[src/rtl/uart_rx_pkt_ctrl.sv]
`default_nettype none
// ============================================================================
// Module   : uart_rx_pkt_ctrl
// Brief    : Frames UART receiver bytes (SOF, LEN, payload[, checksum]) into
//            a held packet with valid/ack handshake and a registered read port.
//            The checksum byte exists only when UART_PKT_CHECKSUM_EN is defined.
// Revision : 1.0 - initial release
// ============================================================================
module uart_rx_pkt_ctrl #(
  parameter logic [7:0] SOF     = 8'hA5,
  parameter int         MAX_LEN = 16,
  parameter int         ADDR_W  = 4,
  parameter int         TIMEOUT = 20000
) (
  input  logic              i_clk,
  input  logic              i_reset_n,
  input  logic              i_rx_ready,
  input  logic [7:0]        i_rx_data,
  output logic              o_rx_clear,
  output logic              o_pkt_valid,
  output logic [ADDR_W:0]   o_pkt_len,
  input  logic              i_pkt_ack,
  input  logic [ADDR_W-1:0] i_rd_addr,
  output logic [7:0]        o_rd_data,
  output logic              o_len_err,
  output logic              o_csum_err,
  output logic              o_timeout,
  output logic              o_overrun
);

  localparam int              CNT_W       = $clog2(TIMEOUT + 1);
  localparam logic [CNT_W-1:0] C_CNT_LAST = CNT_W'(TIMEOUT - 1);
  localparam logic [CNT_W-1:0] C_CNT_ONE  = CNT_W'(1);
  localparam logic [ADDR_W:0]  C_IDX_ONE  = (ADDR_W + 1)'(1);
  localparam logic [7:0]       C_MAX_LEN  = 8'(MAX_LEN);

  typedef enum logic [2:0] {
    S_IDLE = 3'd0,
    S_LEN  = 3'd1,
    S_PAY  = 3'd2,
`ifdef UART_PKT_CHECKSUM_EN
    S_CSUM = 3'd3,
`endif
    S_HOLD = 3'd4
  } state_t;

  state_t             r_state;
  state_t             w_next_state;
  logic               r_rx_clear;
  logic               w_accept;
  logic [ADDR_W:0]    r_len;
  logic [ADDR_W:0]    r_idx;
  logic [CNT_W-1:0]   r_cnt;
  logic               w_cnt_expired;
  logic               w_in_frame;
  logic               w_last_pay;
  logic               w_len_ok;
  logic               w_buf_we;
  logic               w_len_err;
  logic               w_timeout;
  logic               w_overrun;
  logic               r_len_err;
  logic               r_timeout;
  logic               r_overrun;
  logic [7:0]         r_rd_data;
  logic [7:0]         r_buf [0:(1<<ADDR_W)-1];

  // The receiver needs a cycle to drop its ready flag after a clear pulse.
  assign w_accept      = i_rx_ready && !r_rx_clear;
  assign w_cnt_expired = (r_cnt == C_CNT_LAST);
  assign w_last_pay    = (r_idx == (r_len - C_IDX_ONE));
  assign w_len_ok      = (i_rx_data <= C_MAX_LEN);

`ifdef UART_PKT_CHECKSUM_EN
  logic [7:0] r_sum;
  logic [7:0] w_sum_next;
  logic       w_csum_err;
  logic       r_csum_err;

  assign w_sum_next = r_sum + i_rx_data;
  assign w_in_frame = (r_state == S_LEN) || (r_state == S_PAY) || (r_state == S_CSUM);
`else
  assign w_in_frame = (r_state == S_LEN) || (r_state == S_PAY);
`endif

  always_ff @(posedge i_clk) begin
    if (!i_reset_n) begin
      r_state <= S_IDLE;
    end else begin
      r_state <= w_next_state;
    end
  end

  always_comb begin
    w_next_state = r_state;
    w_len_err    = 1'b0;
    w_timeout    = 1'b0;
    w_overrun    = 1'b0;
    w_buf_we     = 1'b0;
`ifdef UART_PKT_CHECKSUM_EN
    w_csum_err   = 1'b0;
`endif
    case (r_state)
      S_IDLE: begin
        if (w_accept && (i_rx_data == SOF)) w_next_state = S_LEN;
      end
      S_LEN: begin
        if (w_accept) begin
          if (!w_len_ok) begin
            w_len_err    = 1'b1;
            w_next_state = S_IDLE;
          end else if (i_rx_data == 8'd0) begin
`ifdef UART_PKT_CHECKSUM_EN
            w_next_state = S_CSUM;
`else
            w_next_state = S_HOLD;
`endif
          end else begin
            w_next_state = S_PAY;
          end
        end
      end
      S_PAY: begin
        if (w_accept) begin
          w_buf_we = i_reset_n;
          if (w_last_pay) begin
`ifdef UART_PKT_CHECKSUM_EN
            w_next_state = S_CSUM;
`else
            w_next_state = S_HOLD;
`endif
          end
        end
      end
`ifdef UART_PKT_CHECKSUM_EN
      S_CSUM: begin
        if (w_accept) begin
          if (w_sum_next == 8'd0) begin
            w_next_state = S_HOLD;
          end else begin
            w_csum_err   = 1'b1;
            w_next_state = S_IDLE;
          end
        end
      end
`endif
      S_HOLD: begin
        // Bytes arriving while the host still owns the buffer are dropped.
        if (w_accept)  w_overrun    = 1'b1;
        if (i_pkt_ack) w_next_state = S_IDLE;
      end
      default: w_next_state = S_IDLE;
    endcase
    if (w_in_frame && !w_accept && w_cnt_expired) begin
      w_timeout    = 1'b1;
      w_next_state = S_IDLE;
    end
  end

  always_ff @(posedge i_clk) begin
    if (!i_reset_n) begin
      r_rx_clear <= 1'b0;
      r_len      <= '0;
      r_idx      <= '0;
      r_cnt      <= '0;
      r_len_err  <= 1'b0;
      r_timeout  <= 1'b0;
      r_overrun  <= 1'b0;
    end else begin
      r_rx_clear <= w_accept;
      r_len_err  <= w_len_err;
      r_timeout  <= w_timeout;
      r_overrun  <= w_overrun;
      if ((r_state == S_LEN) && w_accept && w_len_ok) begin
        r_len <= i_rx_data[ADDR_W:0];
        r_idx <= '0;
      end else if (w_buf_we) begin
        r_idx <= r_idx + C_IDX_ONE;
      end
      if (w_in_frame && !w_accept && !w_cnt_expired) begin
        r_cnt <= r_cnt + C_CNT_ONE;
      end else begin
        r_cnt <= '0;
      end
    end
  end

`ifdef UART_PKT_CHECKSUM_EN
  // The running sum starts from the length byte, so a good frame totals zero.
  always_ff @(posedge i_clk) begin
    if (!i_reset_n) begin
      r_sum      <= 8'd0;
      r_csum_err <= 1'b0;
    end else begin
      r_csum_err <= w_csum_err;
      if ((r_state == S_LEN) && w_accept) begin
        r_sum <= i_rx_data;
      end else if (w_buf_we) begin
        r_sum <= w_sum_next;
      end
    end
  end

  assign o_csum_err = r_csum_err;
`else
  assign o_csum_err = 1'b0;
`endif

  always_ff @(posedge i_clk) begin
    if (w_buf_we) r_buf[r_idx[ADDR_W-1:0]] <= i_rx_data;
  end

  always_ff @(posedge i_clk) begin
    if (!i_reset_n) begin
      r_rd_data <= 8'd0;
    end else begin
      r_rd_data <= r_buf[i_rd_addr];
    end
  end

  assign o_rx_clear  = r_rx_clear;
  assign o_pkt_valid = (r_state == S_HOLD);
  assign o_pkt_len   = r_len;
  assign o_rd_data   = r_rd_data;
  assign o_len_err   = r_len_err;
  assign o_timeout   = r_timeout;
  assign o_overrun   = r_overrun;

endmodule
`default_nettype wire
[config.mk]
export PLATFORM = sky130hd
export DESIGN_NAME = uart_rx_pkt_ctrl
export DESIGN_NICKNAME = d
export VERILOG_FILES = /design/src/rtl/uart_rx_pkt_ctrl.sv
export SDC_FILE = /design/constraint.sdc
export NUM_CORES = 1
export LEC_CHECK = 0
export BUFFER_PORTS_ARGS = -buffer_cell sky130_fd_sc_hd__buf_2
export CORE_MARGIN = 8
export CORE_UTILIZATION = 60
export CTS_BUF_LIST = sky130_fd_sc_hd__clkbuf_16
export CTS_CLUSTER_SIZE = 12
export DETAILED_ROUTE_END_ITERATION = 8
export GPL_ROUTABILITY_DRIVEN = 0
export HOLD_SLACK_MARGIN = 0.08
export PLACE_DENSITY = 0.78
export SETUP_SLACK_MARGIN = 0.05
export SLEW_MARGIN = 20
export SYNTH_ARGS = -nofsm -noshare
export SYNTH_HDL_FRONTEND = slang
export SYNTH_SLANG_ARGS = --single-unit
[constraint.sdc]
create_clock -name i_clk -period 6.4 [get_ports i_clk]
set_input_delay 1.28 -clock i_clk [delete_from_list [all_inputs] [get_ports i_clk]]
set_output_delay 1.28 -clock i_clk [all_outputs]
set_load 0.005 [all_outputs]
# Yosys cells after proc, flatten, opt, wreduce, memory -nomap -nowiden

Memory sizes are Yosys's and may differ from the RTL's. A register that Yosys moved wholly into a read port is not among the register bits.
Cells that the tools add are included.

Bits in registers: 32
Latch bits: 0
Memory bits (writable): 128
Memory bits (read-only): 0
Bits of input ports: 16
Output and inout port bits: 19
Logic and storage cells: 60
Memories: 1

Add/sub/neg operators: 3
Multiply operators: 0
Divide/modulo/power cells: 0
Magnitude comparators: 1
Equality and inequality tests: 11
Shift operators: 0
Muxes and demuxes: 15
Bitwise logic cells: 1
Reductions and logical operators: 20

Memory list:

| name  | depth | bits a word | read ports | clocked after Yosys merged registers in | write ports | RTL line | RTL |
|---|---|---|---|---|---|---|---|
| r_buf | 16    | 8           | 1          | 1                                       | 1           | 66       | `logic [7:0] r_buf [0:(1<<ADDR_W)-1];` |

Operators with widths:

| cell                    | number |
|---|---|
| $mux W3                 | 7 |
| $add A15 B1 Y15 const B | 1 |
| $eq A15 B15 Y1 const B  | 1 |
| $pmux W3 S4             | 1 |
| $eq A8 B8 Y1 const B    | 1 |
| $le A8 B5 Y1 const B    | 1 |
| $logic_not A8 Y1        | 1 |
| $ne A2 B2 Y1 const B    | 4 |
| $logic_and A1 B1 Y1     | 7 |
| $mux W1                 | 7 |
| $add A5 B1 Y5 const B   | 1 |
| $eq A5 B5 Y1            | 1 |
| $reduce_and A5 Y1       | 1 |
| $sub A5 B1 Y5 const B   | 1 |
| $logic_not A1 Y1        | 4 |
| $reduce_and A2 Y1       | 2 |
| $reduce_or A2 Y1        | 2 |
| $eq A3 B1 Y1 const B    | 1 |
| $eq A3 B2 Y1 const B    | 1 |
| $eq A3 B3 Y1 const B    | 1 |
| $logic_not A3 Y1        | 1 |
| $reduce_and A3 Y1       | 1 |
| $ne A2 B1 Y1 const B    | 1 |
| $logic_or A1 B1 Y1      | 1 |
| $not A1 Y1              | 1 |

# Longest topological paths before layout

Gate-level depths: netlist (run 1).

Word-level depth: 6
Depth in mapped cells: 7

# Least setup slack after synthesis (run 1)

Ideal clock, no wire load.

Path kind: input-to-reg
Start point: input i_rx_ready
End point: memory r_buf[3][0], enable pin
Library setup time: 0.383 ns
Data arrival time: 2.678 ns
Required time: 6.017 ns
Setup slack: 3.339 ns
Stages: 5
Cell sequence: nor2b_1 and3_1 buf_2 nand2_1 nor3_1

Cells in the longest elaborated chain, start to end: 5

RTL lines:

| element                       | RTL line | RTL |
|---|---|---|
| start: declaration            | 17       | `input logic i_rx_ready,` |
| $logic_and A1 B1 Y1           | 69       | `assign w_accept = i_rx_ready && !r_rx_clear;` |
| $mux W1                       | 124      | `if (w_accept) begin` |
| $mux W1                       | 103      | `case (r_state)` |
| $mux W1                       | 210      | `if (w_buf_we) r_buf[r_idx[ADDR_W-1:0]] <= i_rx_data;` |
| $mux W1 (not written as such) | 210      |  |
| end: declaration              | 66       |  |

No other way between the ends.

# Final worst setup path (run 1)

Start point: input i_rx_ready
End point: memory r_buf[2][6], enable pin

Same word-level chain as after synthesis.

==> impl_results.md, run 1 <==
* Post-synth ARST share at 0%
* Power Density at about 300 nW/um^2
* Synth area leaders: edfxtp_1 57%, mux4_2 13%, dfxtp_1 12%, nor2_1 2.2%, xor2_1 1.7%
* Worst-path clk slew at 0.06 ns
* Max FO, Critical Path at 8
* # nets final at between 400 and 500
* RSZ-0062 raised after global routing: no
* Most common flop cell mapped by yosys: edfxtp_1
* R2r startpoint: o_rx_clear
* Cell taking the most area after synthesis: edfxtp_1
* Synth Cell Area at between 6000 and 7000 sq um
* Period minus WS final at 3.13 ns
* Top cell type's share of synthesized area at 57.5%
* # Post-CTS Setup Buffers at 0
* Initial Util at 61.7%
* Hold Path End: r_cnt[0]
* Wire per inst at 21.6 um
* Min-delay src: r_cnt[0]
* Most frequent cell after synthesis: edfxtp_1
* Synthesis warning total at 0
* Reg2Reg Setup Slack at 3.91 ns
* Proportion of layout cells with a drive suffix above 1 at 23.2%
* NetSw at between 0.0004 and 0.0005 W
* Crit path capture type: flip-flop
* Slew of the pin with the lowest slew margin at 1.10 ns
* Ports at 35
* Gr usage total at 18.5%
* Clk pwr share at 43.9%
* Area of the core at 10800 sq um
* First-pass GRT wire length at 19900 um
* Worst Skew at between 0.009 and 0.01 ns
* Comb pwr share at around 3.5%
* FMAX at 0.320 GHz
* Yosys cell types at 44
* Period utilization at 48.8%
* Final Hold Viols at 0
* CTS buffer count at 17
* Antenna diodes at 0
* PnR worst setup slack at 3.27 ns
* R2R depth at 4
* Crit path DAT at 3.16 ns
* Starting DRT DRC Count at 290
* Vias per cell at roughly 5.9
* Pin count of the biggest net entering global routing at 33
* Die Span Y at around 120 um
* Clock latency on the worst-skew pair at 0.42 ns
* Cts repair resizes at 0
* IO Port Bufs at 33
* Outcome: completed
* Filler Cell Count at 720
* Commonest cells post-synth: 128 x edfxtp_1, 40 x dfxtp_1, 40 x mux4_2, 40 x nor2_1, 17 x nand2_1
* Util after Layout at 69.4%
* Post-place setup slack at 2.69 ns
* Sw Share at 19.1%
* EDFF count, synth at 128
* Cell Rows at 38
* Initial antenna violation count at 0
* Register bit count reported by yosys at approximately 170
* Total grt overflow at 0
* Crit path kind: in2reg
* CTS sink cnt at 168
* Area Overhead vs Synth at 12.5%
* HPWL Detailed at between 8000 and 9000 um
* Int Pwr at 0.00181 W
* Vias at between 3000 and 4000
* Syn Inst Count at 399
* Leak at 2.53 nW
* Sum Neg Setup Slack at 0 ns
* CTS max path bufs at 2
* Number of global-route vias before repair at between 3000 and 4000
* Synth Net Count at 421
* Slew margin rel. at 26.2%
* Mean Syn Cell Area at 16.8 sq um
* CP required at 6.43 ns
* Final wirelength at 12700 um
* Die X at around 120 um
* H-Tree Depth at 4
* Sequential share of the synthesized area at 69.4%
* Hold Crit Class: reg2reg
* CTS tree: built
* Post-CTS Hold Fix Bufs at 0
* Sequential Power Share at ~53%
* Hold depth at 1
* Slew Limit Fails at 0
* IR drop worst, VDD at 0.000287 V
* 1st-pass router iterations at 5
* Clock root cell: clkbuf_16
* Reg2reg end: r_buf[2][6]
* Die area at 14800 sq um
* CP startpoint kind: input pin
* Max Cap Viol at 0
* DRC Markers at 0
* ANT nets after route at 0
* Setup violators final at 0
[final cells by class]
type / count / area [sq um] / area share [%]
Clock buffer: 17 / 425 / 5.65
Multi-Input combinational cell: 204 / 1920 / 25.5
Tap cell: 140 / 175 / 2.33
Inverter: 9 / 33.8 / 0.449
Timing Repair Buffer: 35 / 180 / 2.39
Clock inverter: 15 / 146 / 1.94
Sequential cell: 168 / 4640 / 61.7
[power groups by stage]
stage                      logic, W  registers, W  clock network (W)
after floorplan           0.0000468       0.00120                  0
after global placement    0.0000787       0.00120                  0
after detailed placement  0.0000802       0.00120                  0
after CTS                 0.0000801       0.00118            0.00100
after global routing      0.0000850       0.00118            0.00104
final                     0.0000788       0.00118           0.000983
[how the worst max path moves through the flow]
stage | startpoint | endpoint | slack (ns) | depth (start not counted)
CTS | i_rx_ready | r_buf[3][5] | 3.15 | 5
floorplan | i_rx_ready | r_buf[3][0] | 3.34 | 5
global placement | i_rx_ready | r_buf[3][1] | 2.88 | 5
finish | i_rx_ready | r_buf[2][6] | 3.27 | 5
global route | i_rx_ready | r_buf[2][6] | 3.20 | 5
detailed placement | i_rx_ready | r_buf[3][5] | 2.69 | 5
[worst max-delay path, cell delays in order]
cell	delay, ns
buf_2	0.07
nor2b_1	0.37
and3_1	0.39
nand2_1	0.18
nor3_1	0.87
[cells by family (layout without fill, tap and decap cells)]
family / count (synthesis) / count (layout) / share of synthesized area [%]
buf+inv: 27 / 76 / 1.98
mux: 46 / 46 / 14.4
simple gates: 114 / 114 / 8.66
flops: 168 / 168 / 69.4
fa+ha+maj: 6 / 6 / 1.12
other cells: 1 / 1 / 0.0561
compound gates: 13 / 13 / 1.23
xor+xnor: 24 / 24 / 3.14
[per-stage QoR]
| stage | instance area, sq um | power (W) | instances | hold WS (ns) |
|---|---|---|---|---|
| detailed placement | 6950 | 0.00128 | 556 | 0.452 |
| finish | 7530 | 0.00224 | 588 | 0.470 |
| global placement | 6950 | 0.00128 | 556 | 0.445 |
| floorplan | 6690 | 0.00125 | 399 | 0.430 |
| CTS | 7520 | 0.00226 | 588 | 0.479 |
| global route | 7530 | 0.00230 | 588 | 0.494 |
[placed cells by master, fill, tap and decap left out, types with 3 or more instances in the layout]
cell and count:
bufinv_16 3, and2_1 8, nand2b_1 3, nand3_1 8
xnor2_1 11, nor2b_1 6, nand4_1 3, inv_1 13
mux4_2 40, nor3_1 7, buf_2 33, and3_1 4
xor2_1 13, nand2_1 17, nor4_1 4, nor2_1 40
mux2i_1 6, ha_1 6, a21oi_1 5, edfxtp_1 128
clkinv_1 4, clkbuf_16 17, dfxtp_1 40
[flip-flops by register name (all words and copies together), names as in the netlist]
| register | count |
|---|---|
| r_buf | 128 |
| r_state | 3 |
| o_rd_data | 8 |
| o_timeout | 1 |
| o_len_err | 1 |
| o_pkt_len | 5 |
| r_idx | 5 |
| o_overrun | 1 |
| o_rx_clear | 1 |
| r_cnt | 15 |
[metal layers]
metal	wire length, um	part of all wire [%]	GRT usage [%]
met5	0	0	0
met4	101	0.80	7.63
met3	772	6.1	4.49
met2	6230	49	29.0
met1	5580	44	24.5
Power figures use the tool's default switching activity.
==> run 2: changes to the inputs <==
ABC_AREA = 1   (was unset)
clock period = 3.01 ns   (was 6.4 ns; I/O delays follow)
==> run 2 against run 1 <==
Compared with the run above: clock skew fell by 0.0031 ns; worst setup slack got worse by 2.2 ns; combinational power rose to 4.6 times the previous value; largest cell class unchanged; cell count rose by 38%; non-clock buffer count rose by 7; global-route usage rose by 4.4 points; sequential power rose by 110%; worst hold slack got worse by 0.016 ns; sequential cell count did not move; area after synthesis rose by 3.8%.
==> impl_results.md, run 2 <==
* Total grt overflow at 0 (unchanged)
* # Post-CTS Setup Buffers at 0 (unchanged)
* EDFF count, synth at 128 (unchanged)
* R2R depth at 4 (unchanged)
* CTS tree: built
* Post-synth ARST share at 0% (unchanged)
* Die Span Y at 124 um (+1.6%)
* Util after Layout at 69.5% (about the same)
* Commonest non-fill, non-tap cell in the layout: edfxtp_1
* Final wirelength at 16600 um (+31%)
* DRC Markers at 0 (unchanged)
* Post-place setup slack at 0.707 ns (-1.99 ns)
* Slew Limit Fails at 0 (unchanged)
* IO Port Bufs at 33 (unchanged)
* Syn Inst Count at 623 (+56%)
* Sum Neg Setup Slack at 0 ns (unchanged)
* Vias per cell at 6.18 (+4.1%)
* Antenna diodes at 0 (unchanged)
* First-pass GRT wire length at 26200 um (+32%)
* Yosys cell types at 39 (-11%)
* Crit path DAT at 2.02 ns (-1.14 ns)
* Number of global-route vias before repair at 5017 (+40%)
* Commonest cells post-synth: 128 x edfxtp_1, 114 x nor2_1, 69 x o21ai_0
* Clock root cell: clkbuf_16
* Hold depth at 1 (unchanged)
* Setup violators final at 0 (unchanged)
* Post-CTS Hold Fix Bufs at 0 (unchanged)
* Area of the core at 11400 sq um (+4.9%)
* Final Hold Viols at 0 (unchanged)
* Most frequent cells in the layout: 128 x edfxtp_1, 114 x nor2_1, 69 x o21ai_0
* Most common flop cell mapped by yosys: edfxtp_1
* Hold Crit Class: reg2reg
* Slowest CP cell: nor2_1
* Register bit count reported by yosys at 168 (unchanged)
* IR drop worst, VDD at 0.000449 V (+57%)
* Max FFs per register at 128 (unchanged)
* Max Cap Viol at 0 (unchanged)
* Outcome: completed
* Period minus WS final at 1.96 ns
* Cell taking the most area after synthesis: edfxtp_1
* HPWL Detailed at 10200 um (+27%)
* Area Overhead vs Synth at 13.8%
* Worst-path clk slew at 0.06 ns (about the same)
* Multi-input combinational cell area at 1970 sq um (+2.5%)
* Slew margin rel. at 49.4% (+23 points)
* Mean Syn Cell Area at 11.1 sq um (-34%)
* Power Density at 675 nW/um^2 (+130%)
* FMAX at around 0.51 GHz
* Initial Util at 61.1% (-0.63 points)
* Ports at 35 (unchanged)
* Synth Net Count at 645 (+53%)
* Pin count of the biggest net entering global routing at 65 (+97%)
* Clock latency on the worst-skew pair at 0.42 ns (about the same)
* Critical path's largest stage delay at 0.59 ns (-0.28 ns)
* PnR worst setup slack at 1.05 ns (-2.23 ns)
* 1st-pass router iterations at 6 (+1)
* H-Tree Depth at 4 (unchanged)
* Synthesis warning total at 0 (unchanged)
* CP delay by family, top: simple AND/OR/NAND/NOR gates
* ANT nets after route at 0 (unchanged)
* CP required at 3.06 ns (-3.37 ns)
* Synth area leaders: edfxtp_1 55%, dfxtp_1 12%, nor2_1 6.2%, o21ai_0 5.0%, nand2_1 2.9%
* CTS sink cnt at 168 (unchanged)
* Crit path capture type: flip-flop
* Wire per inst at 20.4 um (-5.5%)
* CTS buffer count at 17 (unchanged)
* Vias at 5028 (+44%)
* Sequential share of the synthesized area at 66.9% (-2.6 points)
* CP startpoint kind: flip-flop
* Slew of the pin with the lowest slew margin at 0.757 ns (-0.342 ns)
* Synth Cell Area at 6940 sq um (+3.8%)
* RSZ-0062 raised after global routing: no
* Gr usage total at 22.9% (+4.4 points)
* CP Cell Sequence: nand3_4, nor2_8, nand2_1, nor2_1
* Crit path kind: reg2reg
* Initial antenna violation count at 0 (unchanged)
* FF+latch area at 4640 sq um (unchanged)
* Filler Cell Count at 776 (+7.8%)
* # nets final at 680 (+49%)
* Cts repair resizes at 0 (unchanged)
* Proportion of layout cells with a drive suffix above 1 at 14.3% (-8.9 points)
* Worst path bufs/invs at 0 (-1)
* Starting DRT DRC Count at 748 (+160%)
* Cell Rows at 39 (+2.6%)
* CTS max path bufs at 2 (unchanged)
* Die X at 124 um (+1.6%)
* Cell count along the critical path at 4 (-1)
* Leak at 2.83 nW (+12%)
* Max FO, Critical Path at 9 (+1)
* Most frequent cell after synthesis: edfxtp_1
* Worst Skew at 0.00678 ns (-0.00312 ns)
* Top cell type's share of synthesized area at 55.4% (-2.1 points)
* Die area at 15300 sq um (+3.3%)
* Period utilization at 65.2%
## run 2: changes by cell type after synthesis, moves of 15 or more
cell | before | now
a21oi_1 | 5 | 23
inv_1 | 9 | 39
mux4_2 | 40 | 0
nand2_1 | 17 | 53
nand3_1 | 8 | 23
nor2_1 | 40 | 114
o211ai_1 | 0 | 20
o21ai_0 | 1 | 69
## run 2: worst paths after layout
| check | start | to | slack [ns] |
|---|---|---|---|
| setup / recovery | r_state[1] | r_buf[10][0] | 1.05 |
| hold / removal | r_cnt[0] | r_cnt[0] | 0.45 |
| setup reg to reg | r_state[1] | r_buf[10][0] | 1.05 |
| hold reg to reg | r_cnt[0] | r_cnt[0] | 0.45 |
## run 2: where the power goes
part           switching [W]  leakage [nW]  internal, W  total, W
Clock               0.000878         0.327      0.00156   0.00244
Combinational       0.000251          1.03     0.000109  0.000360
Sequential         0.0000189          1.47      0.00251   0.00253
Total                0.00115          2.83      0.00418   0.00533
## run 2: cells by family after synthesis
logic type	synth area share [%]
other cells	0.0540
fa+ha+maj	1.08
simple gates	14.2
xor+xnor	0.757
compound gates	12.3
buf+inv	4.74
flops	66.9
## run 2: per-layer routing
layer	wire (um)	vias up	GRT usage, %
met5	0	-	0
met4	467	0	10.8
met3	1810	41	6.57
met2	7700	328	35.0
met1	6610	2379	29.8
li1	-	2280	-
## run 2: through the flow
| stage | power (W) | hold WS, ns | instances | cell area [sq um] |
|---|---|---|---|---|
| global placement | 0.00292 | 0.429 | 782 | 7230 |
| floorplan | 0.00281 | 0.418 | 623 | 6940 |
| global route | 0.00548 | 0.484 | 814 | 7900 |
| CTS | 0.00535 | 0.451 | 814 | 7900 |
| finish | 0.00533 | 0.454 | 814 | 7900 |
| detailed placement | 0.00293 | 0.444 | 782 | 7230 |
## run 2: area by class of cell
class | count | area share, %
Inverter | 49 | 2.41
Sequential cell | 168 | 58.8
Tap cell | 143 | 2.26
Multi-Input combinational cell | 380 | 24.9
Clock inverter | 15 | 3.13
Clock buffer | 17 | 5.38
Timing Repair Buffer | 42 | 3.10
